--- src/rtl/qbert_pkg.sv ---
// Shared types and constants for the Q*bert hop engine: cube indices, FSM
// states, move codes, cube anchor positions, sprite/face geometry, colours.
package qbert_pkg;

   typedef logic [1:0] cube_idx_t;

   typedef enum logic [1:0] {
      ST_IDLE    = 2'd0,
      ST_PENDING = 2'd1,
      ST_HOP     = 2'd2
   } hop_state_t;

   typedef struct packed {
      logic [7:0] r;
      logic [7:0] g;
      logic [7:0] b;
   } rgb_t;

   // Move codes as delivered by the PIC32 side
   localparam logic [2:0] CMD_DOWN_LEFT  = 3'd1;
   localparam logic [2:0] CMD_DOWN_RIGHT = 3'd2;
   localparam logic [2:0] CMD_UP_RIGHT   = 3'd3;
   localparam logic [2:0] CMD_UP_LEFT    = 3'd4;

   localparam cube_idx_t CUBE_TOP   = 2'd0;
   localparam cube_idx_t CUBE_LEFT  = 2'd1;
   localparam cube_idx_t CUBE_RIGHT = 2'd2;

   // Sprite top-left anchors in active-area coordinates, indexed by cube
   localparam logic signed [12:0] ANCHOR_X [0:2] = '{13'sd384, 13'sd304, 13'sd464};
   localparam logic signed [12:0] ANCHOR_Y [0:2] = '{13'sd120, 13'sd260, 13'sd260};

   localparam logic signed [12:0] SPRITE_W = 13'sd32;
   localparam logic signed [12:0] SPRITE_H = 13'sd32;

   // Cube top face relative to the anchor: x in [lo,hi), y in [lo,hi)
   localparam logic signed [12:0] FACE_X_LO = -13'sd16;
   localparam logic signed [12:0] FACE_X_HI = 13'sd48;
   localparam logic signed [12:0] FACE_Y_LO = 13'sd32;
   localparam logic signed [12:0] FACE_Y_HI = 13'sd56;

   localparam logic signed [12:0] ACTIVE_W = 13'sd800;
   localparam logic signed [12:0] ACTIVE_H = 13'sd480;

   localparam rgb_t COL_BLACK  = '{r: 8'd0,   g: 8'd0,   b: 8'd0};
   localparam rgb_t COL_ORANGE = '{r: 8'd255, g: 8'd128, b: 8'd0};
   localparam rgb_t COL_YELLOW = '{r: 8'd255, g: 8'd255, b: 8'd0};
   localparam rgb_t COL_BLUE   = '{r: 8'd0,   g: 8'd0,   b: 8'd255};

   function automatic logic signed [12:0] anchor_x(input cube_idx_t c);
      logic signed [12:0] v;
      case (c)
         CUBE_LEFT:  v = ANCHOR_X[1];
         CUBE_RIGHT: v = ANCHOR_X[2];
         default:    v = ANCHOR_X[0];
      endcase
      return v;
   endfunction

   function automatic logic signed [12:0] anchor_y(input cube_idx_t c);
      logic signed [12:0] v;
      case (c)
         CUBE_LEFT:  v = ANCHOR_Y[1];
         CUBE_RIGHT: v = ANCHOR_Y[2];
         default:    v = ANCHOR_Y[0];
      endcase
      return v;
   endfunction

   // Returns {legal, destination} for a move code issued from cube cur
   function automatic logic [2:0] move_lookup(input cube_idx_t cur, input logic [2:0] code);
      logic [2:0] r;
      r = 3'b000;
      case (cur)
         CUBE_TOP: begin
            if (code == CMD_DOWN_LEFT)       r = {1'b1, CUBE_LEFT};
            else if (code == CMD_DOWN_RIGHT) r = {1'b1, CUBE_RIGHT};
            else                             r = 3'b000;
         end
         CUBE_LEFT: begin
            if (code == CMD_UP_RIGHT) r = {1'b1, CUBE_TOP};
            else                      r = 3'b000;
         end
         CUBE_RIGHT: begin
            if (code == CMD_UP_LEFT) r = {1'b1, CUBE_TOP};
            else                     r = 3'b000;
         end
         default: r = 3'b000;
      endcase
      return r;
   endfunction

endpackage

--- src/rtl/qbert_hop_engine_cmd_sync.sv ---
// Brings the asynchronous move-code level into the pixel clock domain and
// flags a command event when the synchronised code changes to a move (1..4).
module qbert_cmd_sync
   import qbert_pkg::*;
(
   input  logic       iCLK,
   input  logic       iRST_n,
   input  logic [2:0] cmd_i,
   output logic [2:0] cmd_o,
   output logic       evt_o
);

   logic [2:0] meta_q;
   logic [2:0] sync_q;
   logic [2:0] prev_q;

   // Two-flop synchroniser followed by a previous-value register for edge detect
   always_ff @(posedge iCLK or negedge iRST_n) begin
      if (!iRST_n) begin
         meta_q <= 3'd0;
         sync_q <= 3'd0;
         prev_q <= 3'd0;
      end else begin
         meta_q <= cmd_i;
         sync_q <= meta_q;
         prev_q <= sync_q;
      end
   end

   assign cmd_o = sync_q;
   assign evt_o = (sync_q != prev_q) && (sync_q >= CMD_DOWN_LEFT) && (sync_q <= CMD_UP_LEFT);

endmodule

--- src/rtl/qbert_hop_engine.sv ---
// Per-pixel colour generator for the three-cube Q*bert demo. Tracks which cube
// the sprite rests on, animates hops over HOP_FRAMES frames and paints sprite
// and cube tops. Colours are registered one cycle after the pixel coordinate.
module qbert_hop_engine
   import qbert_pkg::*;
#(
   parameter int H_BLANK    = 46,
   parameter int V_BLANK    = 23,
   parameter int HOP_FRAMES = 16
) (
   input  logic        iCLK,
   input  logic        iRST_n,
   input  logic [2:0]  iCmd,
   input  logic        iNewFrame,
   input  logic [10:0] iXpos,
   input  logic [9:0]  iYpos,
   output logic [7:0]  oRed,
   output logic [7:0]  oGreen,
   output logic [7:0]  oBlue,
   output logic        oBusy,
   output logic [1:0]  oCube,
   output logic        oAllVisited
);

   localparam int                FW     = $clog2(HOP_FRAMES);
   localparam logic [FW-1:0]     F_LAST = FW'(HOP_FRAMES - 1);
   localparam logic [12:0]       HF13   = 13'(HOP_FRAMES);
   localparam logic signed [12:0] H_OFF = 13'(H_BLANK);
   localparam logic signed [12:0] V_OFF = 13'(V_BLANK);

   logic [2:0]  cmd_sync_s;
   logic        cmd_evt_s;
   logic [2:0]  move_s;

   hop_state_t  state_q;
   logic [FW-1:0] f_q;
   cube_idx_t   cur_q;
   cube_idx_t   dst_q;
   logic [2:0]  visited_q;

   rgb_t        rgb_d;
   rgb_t        rgb_q;
   logic        busy_q;
   cube_idx_t   cube_q;
   logic        allvis_q;

   logic signed [12:0] ax_s, ay_s, bx_s, by_s;
   logic signed [19:0] dx20_s, dy20_s, f20_s, prodx_s, prody_s, offx_s, offy_s;
   logic [12:0]        f13_s, lift_full_s;
   logic signed [12:0] lift_s;
   logic signed [12:0] px_s, py_s;
   logic signed [12:0] act_x_s, act_y_s;
   logic               in_active_s, in_sprite_s, face_any_s, face_vis_s;

   qbert_cmd_sync u_cmd_sync (
      .iCLK   (iCLK),
      .iRST_n (iRST_n),
      .cmd_i  (iCmd),
      .cmd_o  (cmd_sync_s),
      .evt_o  (cmd_evt_s)
   );

   assign move_s = move_lookup(cur_q, cmd_sync_s);

   // Hop FSM: accept a legal move in IDLE, start on the next frame, land after HOP_FRAMES frames
   always_ff @(posedge iCLK or negedge iRST_n) begin
      if (!iRST_n) begin
         state_q   <= ST_IDLE;
         f_q       <= '0;
         cur_q     <= CUBE_TOP;
         dst_q     <= CUBE_TOP;
         visited_q <= 3'b001;
      end else begin
         case (state_q)
            ST_IDLE: begin
               if (cmd_evt_s && move_s[2]) begin
                  state_q <= ST_PENDING;
                  dst_q   <= move_s[1:0];
               end
            end
            ST_PENDING: begin
               if (iNewFrame) begin
                  state_q <= ST_HOP;
                  f_q     <= '0;
               end
            end
            ST_HOP: begin
               if (iNewFrame) begin
                  if (f_q != F_LAST) begin
                     f_q <= f_q + FW'(1);
                  end else begin
                     cur_q            <= dst_q;
                     visited_q[dst_q] <= 1'b1;
                     f_q              <= '0;
                     state_q          <= ST_IDLE;
                  end
               end
            end
            default: state_q <= ST_IDLE;
         endcase
      end
   end

   // Sprite position: anchor at rest, interpolated with a parabolic lift while hopping
   always_comb begin
      ax_s        = anchor_x(cur_q);
      ay_s        = anchor_y(cur_q);
      bx_s        = anchor_x(dst_q);
      by_s        = anchor_y(dst_q);
      dx20_s      = 20'(bx_s - ax_s);
      dy20_s      = 20'(by_s - ay_s);
      f20_s       = $signed(20'(f_q));
      prodx_s     = dx20_s * f20_s;
      prody_s     = dy20_s * f20_s;
      offx_s      = prodx_s >>> FW;
      offy_s      = prody_s >>> FW;
      f13_s       = 13'(f_q);
      lift_full_s = f13_s * (HF13 - f13_s);
      lift_s      = $signed({1'b0, lift_full_s[12:1]});
      if (state_q == ST_HOP) begin
         px_s = ax_s + $signed(offx_s[12:0]);
         py_s = ay_s + $signed(offy_s[12:0]) - lift_s;
      end else begin
         px_s = ax_s;
         py_s = ay_s;
      end
   end

   // Region classification of the current pixel against sprite and cube faces
   always_comb begin
      act_x_s     = $signed({2'b00, iXpos}) - H_OFF;
      act_y_s     = $signed({3'b000, iYpos}) - V_OFF;
      in_active_s = (act_x_s >= 13'sd0) && (act_x_s < ACTIVE_W) &&
                    (act_y_s >= 13'sd0) && (act_y_s < ACTIVE_H);
      in_sprite_s = (act_x_s >= px_s) && (act_x_s < px_s + SPRITE_W) &&
                    (act_y_s >= py_s) && (act_y_s < py_s + SPRITE_H);
      face_any_s  = 1'b0;
      face_vis_s  = 1'b0;
      for (int i = 0; i < 3; i++) begin
         if ((act_x_s >= ANCHOR_X[i] + FACE_X_LO) && (act_x_s < ANCHOR_X[i] + FACE_X_HI) &&
             (act_y_s >= ANCHOR_Y[i] + FACE_Y_LO) && (act_y_s < ANCHOR_Y[i] + FACE_Y_HI)) begin
            face_any_s = 1'b1;
            face_vis_s = visited_q[i];
         end else begin
            face_any_s = face_any_s;
         end
      end
   end

   // Colour priority: blanking, sprite, visited face, unvisited face, background
   always_comb begin
      rgb_d = COL_BLACK;
      if (!in_active_s)                  rgb_d = COL_BLACK;
      else if (in_sprite_s)              rgb_d = COL_ORANGE;
      else if (face_any_s && face_vis_s) rgb_d = COL_YELLOW;
      else if (face_any_s)               rgb_d = COL_BLUE;
      else                               rgb_d = COL_BLACK;
   end

   // Output registers: colour one pixel behind the coordinate, status one cycle behind state
   always_ff @(posedge iCLK or negedge iRST_n) begin
      if (!iRST_n) begin
         rgb_q    <= COL_BLACK;
         busy_q   <= 1'b0;
         cube_q   <= CUBE_TOP;
         allvis_q <= 1'b0;
      end else begin
         rgb_q    <= rgb_d;
         busy_q   <= (state_q != ST_IDLE);
         cube_q   <= cur_q;
         allvis_q <= &visited_q;
      end
   end

   assign oRed        = rgb_q.r;
   assign oGreen      = rgb_q.g;
   assign oBlue       = rgb_q.b;
   assign oBusy       = busy_q;
   assign oCube       = cube_q;
   assign oAllVisited = allvis_q;

endmodule

--- config.mk ---
export PLATFORM = sky130hd
export DESIGN_NAME = qbert_hop_engine
export DESIGN_NICKNAME = d
export VERILOG_FILES = /design/src/rtl/qbert_pkg.sv /design/src/rtl/qbert_hop_engine_cmd_sync.sv /design/src/rtl/qbert_hop_engine.sv
export SDC_FILE = /design/constraint.sdc
export NUM_CORES = 1
export LEC_CHECK = 0
export ABC_AREA = 1
export CAP_MARGIN = 20
export CORE_UTILIZATION = 35
export CTS_CLUSTER_SIZE = 14
export DETAILED_ROUTE_END_ITERATION = 6
export PLACE_DENSITY = 0.51
export RECOVER_POWER = 50
export SKIP_CTS_REPAIR_TIMING = 1
export SLEW_MARGIN = 20
export SYNTH_ARGS = -nofsm -noshare
export SYNTH_HDL_FRONTEND = slang
export SYNTH_SLANG_ARGS = --single-unit
--- constraint.sdc ---
create_clock -name iCLK -period 10.2 [get_ports iCLK]
set_input_delay 1.53 -clock iCLK [delete_from_list [all_inputs] [get_ports iCLK]]
set_output_delay 1.53 -clock iCLK [all_outputs]
set_load 0.02 [all_outputs]
==> out/summary.txt, run 1 <==
Count of different cell masters after synthesis - 49
Simple-gate share of the synthesized area - 25.91%
Number of synthesized flops with an enable pin - 0
Vias per cell - 4.596
Final Power - 0.002376 W
Nets - 1309
Slew HR - -11.50%
Initial Utilization - 36.08%
WS Path Type - reg2reg
Wirelength per Cell - 12.17 um
Clk_skew - 0.008914 ns
Most frequent cell on the critical path - nand2_1
Ys Warns - 0
Routability cong. - 0.8249
Pin count of the biggest net entering global routing - 30
Synth Area per Inst - 7.002 sq um
Synth Flop Type - dfrtp_1
Outcome - finished with violations
Clock Latency Late Sink - 0.28 ns
Worst ir drop on vdd - 0.0001363 V
Crit path required time - 10.37 ns
Synth Area in XOR/XNOR - 4.721%
Adder-Cell Fraction of Synth Area - 36.45%
Async S/R FF share, synth - 100.0%
Synth cell count leaders - 224 x inv_1, 213 x nand2_1, 145 x ha_1
CTS sink cnt - 29
CP Launch Type - flop
Area Growth Syn to Fin - 12.01%
Routed vias - 6269
Final Instance Area - 8283 sq um
Gate Count Post-Synth - 1056
Most frequent cell after synthesis - inv_1
Antenna fix cells - 0
Post-synthesis compound-gate area fraction - 8.782%
Pwr per Cell Area - 286.9 nW/um^2
DIE AREA - 21710 sq um
# DRC - 0
Placed cells - 1356
Max-capacitance violation count - 1
Max Root-Sink Buffers - 2
#FFs+latches synth - 29
Core area - 20490 sq um
Worst path slowest cell - ha_1
Synth area leaders - ha_1 25%, fa_1 12%, inv_1 11%
Synth Cell Area - 7395 sq um
Clock Tree Root - clkbuf_16
Final wirelength - 16600 um
Layout cells sized above 1 - 5.302%
Die Y-Extent - 147.4 um
Register area share after synthesis - 9.831%
Actual slew at the worst max-slew pin - 1.672 ns
Period minus WS final - 7.934 ns
Clock-pin slew on the worst setup and hold paths - 0.05 ns
Final Max Tran Viols - 30
Antenna violations before repair - 0
Period utilization - 77.79%
Failing checks - capacitance limit, slew limit
Final Util - 40.42%
Crit path DAT - 8.10 ns
GRT overflow - 0
Mux cell area share after synthesis - 0.1354%
CTS tree - yes
Crit path largest cell delay - 0.55 ns
Num CTS Buffers - 5
Initial DRT Pass Iterations - 5
Die X - 147.4 um
RSZ-0062 raised after global routing - no
Post-DRT Antenna Nets - 0
Finished Layout Cells - 1364
Std cell rows - 52
Crit end category - flop
HP Class - reg2reg
Detailed placer's ending HPWL - 14370 um
Dominant cell type by area after synthesis - ha_1
DRT iter0 DRCs - 231
Worst-path maximum fanout - 9
Share of the synthesized area in the top cell type - 24.53%
Leakage power - 4.606 nW
Area post-placement - 8110 sq um
Max Freq - 126.0 MHz
Buffers on Ports - 54
First-pass GRT wire length - 28320 um
Final hold vios - 0
Number of global-route vias before repair - 5980
Setup TNS - 0 ns
Final setup violation count - 0
GR Util All Layers - 15.87%
H-tree levels - 2
I/O pin count - 55
Largest family of logic cells by synthesized area - adder cells
-- report_power, final --
part / switching (W) / leakage (nW) / internal (W)
clock: 0.0000577 / 0.0831 / 0.000122
sequential: 0.0000274 / 0.355 / 0.000132
combinational: 0.00126 / 4.17 / 0.000780
-- worst max-delay path: cells and delay by family (launching register included) --
family	cells	cell delay, ns
and+or+nand+nor	17	1.82
adders and majority gates	10	3.75
DFF	1	0.42
AOI/OAI and AO/OA	6	0.76
buffers and inverters	9	0.71
xor gates and xnor gates	2	0.33
-- registers in the layout (all words and copies together) (netlist names) --
register / flops
oAllVisited: 1
visited_q: 3
oRed: 1
u_cmd_sync.meta_q: 3
oBusy: 1
oBlue: 1
state_q: 2
u_cmd_sync.prev_q: 3
oGreen: 1
cur_q: 2
u_cmd_sync.cmd_o: 3
oCube: 2
f_q: 4
dst_q: 2
-- cells by family after synthesis --
group           count (synthesis)
simple gates                  422
buf+inv                       257
fa+ha+maj                     189
compound gates                118
xor+xnor                       39
flops                          29
other cells                     1
mux                             1
-- routing by layer --
metal / routed length (um) / vias to the layer above / track usage [%]
li1: - / 3397 / -
met1: 8410 / 2780 / 22.25
met2: 7594 / 86 / 26.77
met3: 456 / 6 / 1.460
met4: 135 / 0 / 2.423
met5: 0 / - / 0
-- per-stage QoR --
step	setup slack (ns)	hold WS (ns)
after CTS	2.184	0.3466
after floorplan	3.009	0.3312
after detailed placement	2.212	0.3347
after global placement	2.387	0.3315
after global routing	1.510	0.3530
final	2.266	0.3457
-- final timing paths --
check                                               startpoint                              to  slack (ns)  cells after the start
worst max-delay path                      cur_q[1]$_DFFE_PN0P_               oRed[6]$_DFF_PN0_        2.27                     44
worst min-delay path            u_cmd_sync.meta_q[1]$_DFF_PN0_   u_cmd_sync.cmd_o[1]$_DFF_PN0_        0.35                      0
worst max register to register            cur_q[1]$_DFFE_PN0P_               oRed[6]$_DFF_PN0_        2.27                     44
worst min register to register  u_cmd_sync.meta_q[1]$_DFF_PN0_   u_cmd_sync.cmd_o[1]$_DFF_PN0_        0.35                      0
max in group asynchronous                               iRST_n  u_cmd_sync.meta_q[2]$_DFF_PN0_        7.01                      2
min in group asynchronous                               iRST_n              oBlue[6]$_DFF_PN0_        2.21                      2
-- placed cells by master (no fill, tap or decap), drive strengths merged, types with 7 or more instances in the layout --
cell | Yosys | routed
nand3 | 64 | 64
nor3 | 18 | 18
o21ai | 37 | 37
nand2 | 227 | 227
or2 | 10 | 10
a21oi | 61 | 61
inv | 229 | 229
fa | 44 | 44
nor2 | 76 | 76
ha | 145 | 145
nand4 | 17 | 17
clkbuf | 6 | 7
xor2 | 22 | 22
dfrtp | 28 | 28
clkdlybuf4s50 | 0 | 50
xnor2 | 17 | 17
-- final cells by class --
class                      count  area, sq um
multi-input combinational    772         5630
inverter                     229        859.6
tap                          270        337.8
clock buffer                   6        138.9
clock inverter                 2        37.54
fill                        2142        12210
sequential                    29        726.9
timing repair buffer          56        551.8
Note: power is estimated with default switching activity, not from simulation.
==> run 2: changes to the inputs <==
Clock period 10.2 ns to 7.3 ns, I/O delays scaled along.
==> out/summary.txt, run 2 (synthesized netlist as in run 1, its figures left out) <==
Fillers - 2154 (was 2142)
Final hold vios - 0 (unchanged)
Worst slack, placed - 0.002832 ns (was 2.212 ns)
Die X - 147.4 um (unchanged)
Top reg by flops - f_q (unchanged)
Initial Utilization - 36.08% (unchanged)
Antenna violations before repair - 0 (unchanged)
Clock-pin slew on the worst setup and hold paths - 0.05 ns (about the same)
Crit path DAT - 7.11 ns (was 8.10 ns)
Initial DRT Pass Iterations - 4 (was 5)
Max reg flops - 4 (unchanged)
CTS sink cnt - 29 (unchanged)
WS Path Type - reg2reg (unchanged)
Core area - 20490 sq um (unchanged)
HP Class - reg2reg (unchanged)
Num CTS Buffers - 5 (unchanged)
CTS tree - yes (unchanged)
Finished Layout Cells - 1431 (was 1364)
Wirelength per Cell - 12.31 um (was 12.17 um)
Antenna fix cells - 0 (unchanged)
Clock Latency Late Sink - 0.28 ns (about the same)
Leakage power - 4.917 nW (was 4.606 nW)
Std cell rows - 52 (unchanged)
H-tree levels - 2 (unchanged)
Seq. cell area - 728.2 sq um (was 726.9 sq um)
Crit path largest cell delay - 0.54 ns (was 0.55 ns)
Clk_skew - 0.004554 ns (was 0.008914 ns)
Pin count of the biggest net entering global routing - 30 (unchanged)
Final Max Tran Viols - 30 (unchanged)
Worst-path maximum fanout - 7 (was 9)
Period utilization - 94.76% (was 77.79%)
Commonest cells after routing, fill and taps aside - 215 x inv_1, 207 x nand2_1, 120 x ha_1 (was 224 x inv_1, 213 x nand2_1, 145 x ha_1)
Nets - 1376 (was 1309)
Period minus WS final - 6.917 ns (was 7.934 ns)
Vias per cell - 4.621 (was 4.596)
Most common cell after layout, fill and taps aside - inv_1 (unchanged)
Area Growth Syn to Fin - 24.23% (was 12.01%)
Max Freq - 144.6 MHz (was 126.0 MHz)
CP Launch Type - flop (unchanged)
DRT iter0 DRCs - 177 (was 231)
Multi-input gate area - 6057 sq um (was 5630 sq um)
Number of global-route vias before repair - 6336 (was 5980)
Placed cells - 1415 (was 1356)
Crit end category - flop (unchanged)
Worst ir drop on vdd - 0.0002671 V (was 0.0001363 V)
Layout cells sized above 1 - 16.62% (was 5.302%)
Final setup violation count - 0 (unchanged)
Crit path required time - 7.50 ns (was 10.37 ns)
DIE AREA - 21710 sq um (unchanged)
Worst setup margin - 0.3827 ns (was 2.266 ns)
Worst path slowest cell - fa_1 (was ha_1)
Final wirelength - 17610 um (was 16600 um)
GRT overflow - 0 (unchanged)
Outcome - finished with violations (unchanged)
Pwr per Cell Area - 453.9 nW/um^2 (was 286.9 nW/um^2)
Actual slew at the worst max-slew pin - 1.721 ns (was 1.672 ns)
I/O pin count - 55 (unchanged)
Max-capacitance violation count - 1 (unchanged)
Slew HR - -14.72% (was -11.50%)
First-pass GRT wire length - 29040 um (was 28320 um)
Worst hold slack - 0.3456 ns (was 0.3457 ns)
# DRC - 0 (unchanged)
Detailed placer's ending HPWL - 15030 um (was 14370 um)
GR Util All Layers - 16.35% (was 15.87%)
Clock Tree Root - clkbuf_16 (unchanged)
Routed vias - 6612 (was 6269)
Post-DRT Antenna Nets - 0 (unchanged)
Max Root-Sink Buffers - 2 (unchanged)
Die Y-Extent - 147.4 um (unchanged)
Failing checks - capacitance limit, slew limit (unchanged)
Routability cong. - 0.8477 (was 0.8249)
Buffers on Ports - 54 (unchanged)
[run 2: worst max-delay path, delay by kind of cell (launching register included)]
family	cells	cell delay [ns]
AND/OR/NAND/NOR	14	1.31
adder cells (fa/ha/maj)	9	3.07
AO/OA/AOI/OAI	4	0.52
XOR/XNOR	3	0.56
flip-flops	1	0.38
buffers and inverters	11	0.95
[run 2: area by class of cell]
cell class	instances	share of cell area (%)
multi-input cells	772	65.94
repair buffers	123	11.44
inverters	229	9.357
flip-flops and latches	29	7.927
well taps	270	3.677
clock buffers	6	1.512
clock inverters	2	0.1498
[run 2: final timing paths]
| check | from | depth (start not counted) | slack (ns) | endpoint |
|---|---|---|---|---|
| min in group asynchronous | iRST_n | 2 | 1.79 | oGreen[6]$_DFF_PN0_ |
| worst max register to register | cur_q[0]$_DFFE_PN0P_ | 41 | 0.38 | oGreen[6]$_DFF_PN0_ |
| worst max-delay path | cur_q[0]$_DFFE_PN0P_ | 41 | 0.38 | oGreen[6]$_DFF_PN0_ |
| max in group asynchronous | iRST_n | 2 | 4.37 | f_q[0]$_DFFE_PN0P_ |
| worst min-delay path | u_cmd_sync.meta_q[0]$_DFF_PN0_ | 0 | 0.35 | u_cmd_sync.cmd_o[0]$_DFF_PN0_ |
| worst min register to register | u_cmd_sync.meta_q[0]$_DFF_PN0_ | 0 | 0.35 | u_cmd_sync.cmd_o[0]$_DFF_PN0_ |
[run 2: through the flow]
step	setup TNS, ns	util [%]	power (W)	instance area, sq um
detailed placement	0	41.73	0.003520	8553
CTS	-0.09467	42.48	0.003762	8706
floorplan	0	-	0.002450	7402
finish	0	44.82	0.004170	9186
global route	-0.06971	44.82	0.004719	9186
global placement	0	41.73	0.003509	8553
[run 2: power breakdown]
| group | switching (W) | total, W | internal [W] |
|---|---|---|---|
| Clock | 0.0000774 | 0.000213 | 0.000135 |
| Sequential | 0.0000226 | 0.000208 | 0.000185 |
| Combinational | 0.00205 | 0.00375 | 0.00170 |
[run 2: layer usage]
layer  part of all wire (%)  vias to the layer above  global-route usage, %
met2                     48                       80                  28.66
met1                     49                     2994                  22.16
met4                   0.95                        0                  2.629
met5                      0                        -                      0
li1                       -                     3523                      -
met3                    2.3                       15                  1.242
==> run 3: changes to the inputs <==
Settings changed: CORE_UTILIZATION 35 to 25, GPL_TIMING_DRIVEN set to 0, PLACE_DENSITY 0.51 to 0.4.
==> out/summary.txt, run 3 (synthesized netlist as in run 1, its figures left out) <==
Clock Latency Late Sink - 0.29 ns (was 0.28 ns)
CP Launch Type - flop (unchanged)
Std cell rows - 62 (was 52)
Crit path DAT - 7.32 ns (was 7.11 ns)
Crit end category - flop (unchanged)
HP Class - reg2reg (unchanged)
Buffers on Ports - 54 (unchanged)
CTS sink cnt - 29 (unchanged)
Final hold vios - 0 (unchanged)
DRT iter0 DRCs - 270 (was 177)
Initial Utilization - 25.56% (was 36.08%)
GRT overflow - 0 (unchanged)
Worst ir drop on vdd - 0.0002687 V (was 0.0002671 V)
I/O pin count - 55 (unchanged)
Clock Tree Root - clkbuf_16 (unchanged)
Worst path slowest cell - fa_1 (unchanged)
Leakage power - 4.961 nW (was 4.917 nW)
Period minus WS final - 7.154 ns (was 6.917 ns)
Crit path required time - 7.47 ns (was 7.50 ns)
Initial DRT Pass Iterations - 6 (was 4)
Period utilization - 98.00% (was 94.76%)
R2r setup slk - 0.15 ns (was 0.38 ns)
Die Y-Extent - 174.0 um (was 147.4 um)
Max reg flops - 4 (unchanged)
Detailed placer's ending HPWL - 15970 um (was 15030 um)
CTS tree - yes (unchanged)
Wirelength per Cell - 12.17 um (was 12.31 um)
Multi-input gate area - 6090 sq um (was 6057 sq um)
Core area - 28940 sq um (was 20490 sq um)
First-pass GRT wire length - 31310 um (was 29040 um)
Final setup violation count - 0 (unchanged)
Seq. cell area - 729.5 sq um (was 728.2 sq um)
GR Util All Layers - 12.60% (was 16.35%)
Final Util - 32.46% (was 44.82%)
DIE AREA - 30270 sq um (was 21710 sq um)
Antenna violations before repair - 0 (unchanged)
Layout cells sized above 1 - 17.08% (was 16.62%)
RSZ-0062 raised after global routing - yes
# DRC - 0 (unchanged)
Worst setup margin - 0.1457 ns (was 0.3827 ns)
Fillers - 3102 (was 2154)
Nets - 1374 (was 1376)
Crit path largest cell delay - 0.51 ns (was 0.54 ns)
Clk_skew - 0.008311 ns (was 0.004554 ns)
Routability cong. - 0.7905 (was 0.8477)
Setup TNS - 0 ns (unchanged)
WS Path Type - reg2reg (unchanged)
Commonest cells after routing, fill and taps aside - 208 x inv_1, 203 x nand2_1, 123 x ha_1 (was 215 x inv_1, 207 x nand2_1, 120 x ha_1)
Actual slew at the worst max-slew pin - 0.6616 ns (was 1.721 ns)
Post-DRT Antenna Nets - 0 (unchanged)
Max Freq - 139.8 MHz (was 144.6 MHz)
Number of global-route vias before repair - 6385 (was 6336)
Outcome - complete, no violations (was finished with violations)
Slew HR - 55.90% (was -14.72%)
Routed vias - 6542 (was 6612)
Top reg by flops - f_q (unchanged)
Pin count of the biggest net entering global routing - 27 (was 30)
Max-capacitance violation count - 0 (was 1)
H-tree levels - 2 (unchanged)
Num CTS Buffers - 5 (unchanged)
Final Max Tran Viols - 0 (was 30)
Worst slack, placed - -1.017 ns (was 0.002832 ns)
Most common cell after layout, fill and taps aside - inv_1 (unchanged)
Most frequent cell on the critical path - inv_2
Worst-path maximum fanout - 8 (was 7)
Max Root-Sink Buffers - 2 (unchanged)
Antenna fix cells - 0 (unchanged)
Final wirelength - 18790 um (was 17610 um)
Area Growth Syn to Fin - 27.02% (was 24.23%)
Die X - 174.0 um (was 147.4 um)
Vias per cell - 4.240 (was 4.621)
Pwr per Cell Area - 423.9 nW/um^2 (was 453.9 nW/um^2)
Clock-pin slew on the worst setup and hold paths - 0.05 ns (about the same)
-- run 3: cell count changes in the layout (fill, tap and decap cells not counted), moves of 3 or more --
cell / change
ha_1: +3
clkdlybuf4s50_1: +3
inv_1: -7
clkbuf_1: +4
dlygate4sd3_1: -4
nand2_2: +3
ha_2: -3
inv_2: +5
buf_4: -9
nand2_1: -4
-- run 3: power breakdown --
group / internal (W) / switching (W)
combinational: 0.00147 / 0.00205
sequential: 0.000185 / 0.0000281
clock: 0.000170 / 0.0000787
total: 0.00182 / 0.00216
-- run 3: worst max-delay path, delay by kind of cell, from the launching register on --
kind | cells | cell delay, ns
fa+ha+maj | 10 | 3.20
buf+inv | 9 | 0.63
flops | 1 | 0.40
xor+xnor | 2 | 0.30
simple gates | 18 | 1.95
compound gates | 5 | 0.56
-- run 3: final timing paths --
path	start	to	depth (start not counted)
max in group asynchronous	iRST_n	visited_q[0]$_DFFE_PN1P_	2
setup / recovery	cur_q[0]$_DFFE_PN0P_	oRed[6]$_DFF_PN0_	44
min in group asynchronous	iRST_n	oGreen[6]$_DFF_PN0_	1
setup reg to reg	cur_q[0]$_DFFE_PN0P_	oRed[6]$_DFF_PN0_	44
hold reg to reg	u_cmd_sync.meta_q[2]$_DFF_PN0_	u_cmd_sync.cmd_o[2]$_DFF_PN0_	0
hold / removal	u_cmd_sync.meta_q[2]$_DFF_PN0_	u_cmd_sync.cmd_o[2]$_DFF_PN0_	0
-- run 3: final cells by class --
cell class / count / area share, %
multi-input combinational: 772 / 64.83
inverter: 229 / 9.245
timing repair buffer: 93 / 9.085
sequential: 29 / 7.766
tap: 384 / 5.115
buffer: 28 / 2.118
clock buffer: 7 / 1.519
clock inverter: 1 / 0.3197
-- run 3: metrics by stage --
step | hold WS [ns] | total power (W) | std cells | instance area, sq um
after floorplan | 0.3312 | 0.002450 | 1058 | 7402
after global placement | 0.3333 | 0.003142 | 1496 | 8423
after detailed placement | 0.3347 | 0.003141 | 1497 | 8438
after CTS | 0.3469 | 0.003420 | 1505 | 8611
after global routing | 0.3509 | 0.004529 | 1543 | 9393
final | 0.3453 | 0.003982 | 1543 | 9393
-- run 3: layer usage --
layer / track usage [%] / wire length [um]
met1: 17.10 / 9324
met2: 21.72 / 8761
met3: 1.378 / 516
met4: 2.010 / 184
met5: 0 / 0
==> RTL change (config.mk and constraints of run 1) <==
`HOP_FRAMES`: 16 -> 8.
--- a/src/rtl/qbert_hop_engine.sv
+++ b/src/rtl/qbert_hop_engine.sv
@@ -6,7 +6,7 @@
 #(
    parameter int H_BLANK    = 46,
    parameter int V_BLANK    = 23,
-   parameter int HOP_FRAMES = 16
+   parameter int HOP_FRAMES = 8
 ) (
    input  logic        iCLK,
    input  logic        iRST_n,
Check against the original RTL: not equivalent (Yosys sat finds a counterexample within 10 cycles, from zero or initial values and one cycle with iRST_n low).
==> RTL change against run 1 <==
- the flow still finishes with violations (max-capacitance violations, max-slew violations)
- synthesized area down 12%
- critical path depth down 2
- worst setup slack better by 0.76 ns
- routed wire length is 9.5% lower
- final area fell by 12%
- sequential cell count is 1 lower
- die area decreased by 12%
- critical path type unchanged
Power is not compared: it rests on default switching activity, and its combinational part moved more than twofold at a synthesized area within 25%.
==> RTL change: results (changes against run 1) <==
clock slew seen by the registers of the worst setup and hold paths 0.08 ns (was 0.05 ns); fraction of synthesized cell area in xor and xnor cells 0.04865 (was 0.04721); via count of the first global-routing pass 5578 (was 5980); fraction of the yosys area taken by sequential cells 0.1083 (was 0.09831); Area after DPL 7151 um^2 (was 8110 um^2); Final Skew 0.01263 ns (was 0.008914 ns); compound-cell area share of the yosys netlist 0.1021 (was 0.08782); commonest cells in the synthesized netlist sky130_fd_sc_hd__nand2_1 (195), sky130_fd_sc_hd__inv_1 (172), sky130_fd_sc_hd__ha_1 (135), sky130_fd_sc_hd__nor2_1 (66), sky130_fd_sc_hd__nand3_1 (63) (was sky130_fd_sc_hd__inv_1 (224), sky130_fd_sc_hd__nand2_1 (213), sky130_fd_sc_hd__ha_1 (145), sky130_fd_sc_hd__nor2_1 (70), sky130_fd_sc_hd__a21oi_1 (60)); vias per std cell 4.777 (was 4.596); slack of the worst reg-to-reg path 3.03 ns (was 2.27 ns); Min-Delay Endpoint u_cmd_sync.cmd_o[0] (was u_cmd_sync.cmd_o[1]); violations in the final reports max-capacitance violations, max-slew violations (unchanged); length in cells of the worst reg-to-reg path 42 (was 44); detailed placer's ending HPWL 13160 um (was 14370 um); GR Util All Layers 0.1647 (was 0.1587); gpl congestion 0.8081 (was 0.8249); Max Fanout on Critical Path 12 (was 9); run status finished with violations (unchanged); last element of the critical path oGreen[6] (was oRed[6]); final max-slew violation count 29 (was 30); portion of the layout cell area used by clock cells 0.01449 (was 0.02130); relative max-transition margin -0.1362 (was -0.1150); number of max-capacitance violations reported 1 (unchanged); number of library cell types mapped by synthesis 44 (was 49); post-synthesis adder-cell area fraction 0.3193 (was 0.3645)
[RTL change: cell types whose count changed in the layout (fill, tap and decap cells not counted), moves of 7 or more]
cell / delta
sky130_fd_sc_hd__nand2_1: -18
sky130_fd_sc_hd__ha_1: -10
sky130_fd_sc_hd__nor3_1: -7
sky130_fd_sc_hd__fa_1: -25
sky130_fd_sc_hd__a21oi_1: -7
sky130_fd_sc_hd__inv_1: -52
[RTL change: per-layer routing]
layer | track usage | vias to the layer above | part of all wire | wire length, um
met1 | 0.2355 | 2604 | 0.52 | 7788
met2 | 0.2769 | 70 | 0.45 | 6733
met3 | 0.01108 | 10 | 0.024 | 366
met4 | 0.02425 | 0 | 0.0088 | 132
met5 | 0 | - | 0 | 0
li1 | - | 3110 | - | -
[RTL change: stage by stage]
step	worst slack (ns)	total power, mW	instances	util
2_1_floorplan	4.016	0.6621	950	-
3_3_place_gp	3.168	0.8379	1209	0.3954
3_5_place_dp	3.089	0.8355	1209	0.3954
4_1_cts	3.067	0.9600	1213	0.4012
5_1_grt	2.348	1.076	1213	0.4010
6_report	3.028	0.9496	1213	0.4010
[RTL change: kinds of logic (layout without fill, tap and decap cells)]
group,Yosys count,in the layout
other,1,3
AOI/OAI and AO/OA,118,118
and+or+nand+nor,401,401
buffers and inverters,210,244
DFF,28,28
xor gates and xnor gates,36,36
adders and majority gates,154,154
[RTL change: power by group]
| part | switching, mW | internal (mW) | total [mW] |
|---|---|---|---|
| sequential | 0.0157 | 0.124 | 0.140 |
| combinational | 0.429 | 0.261 | 0.690 |
| clock | 0.0410 | 0.0783 | 0.119 |
| total | 0.486 | 0.464 | 0.950 |
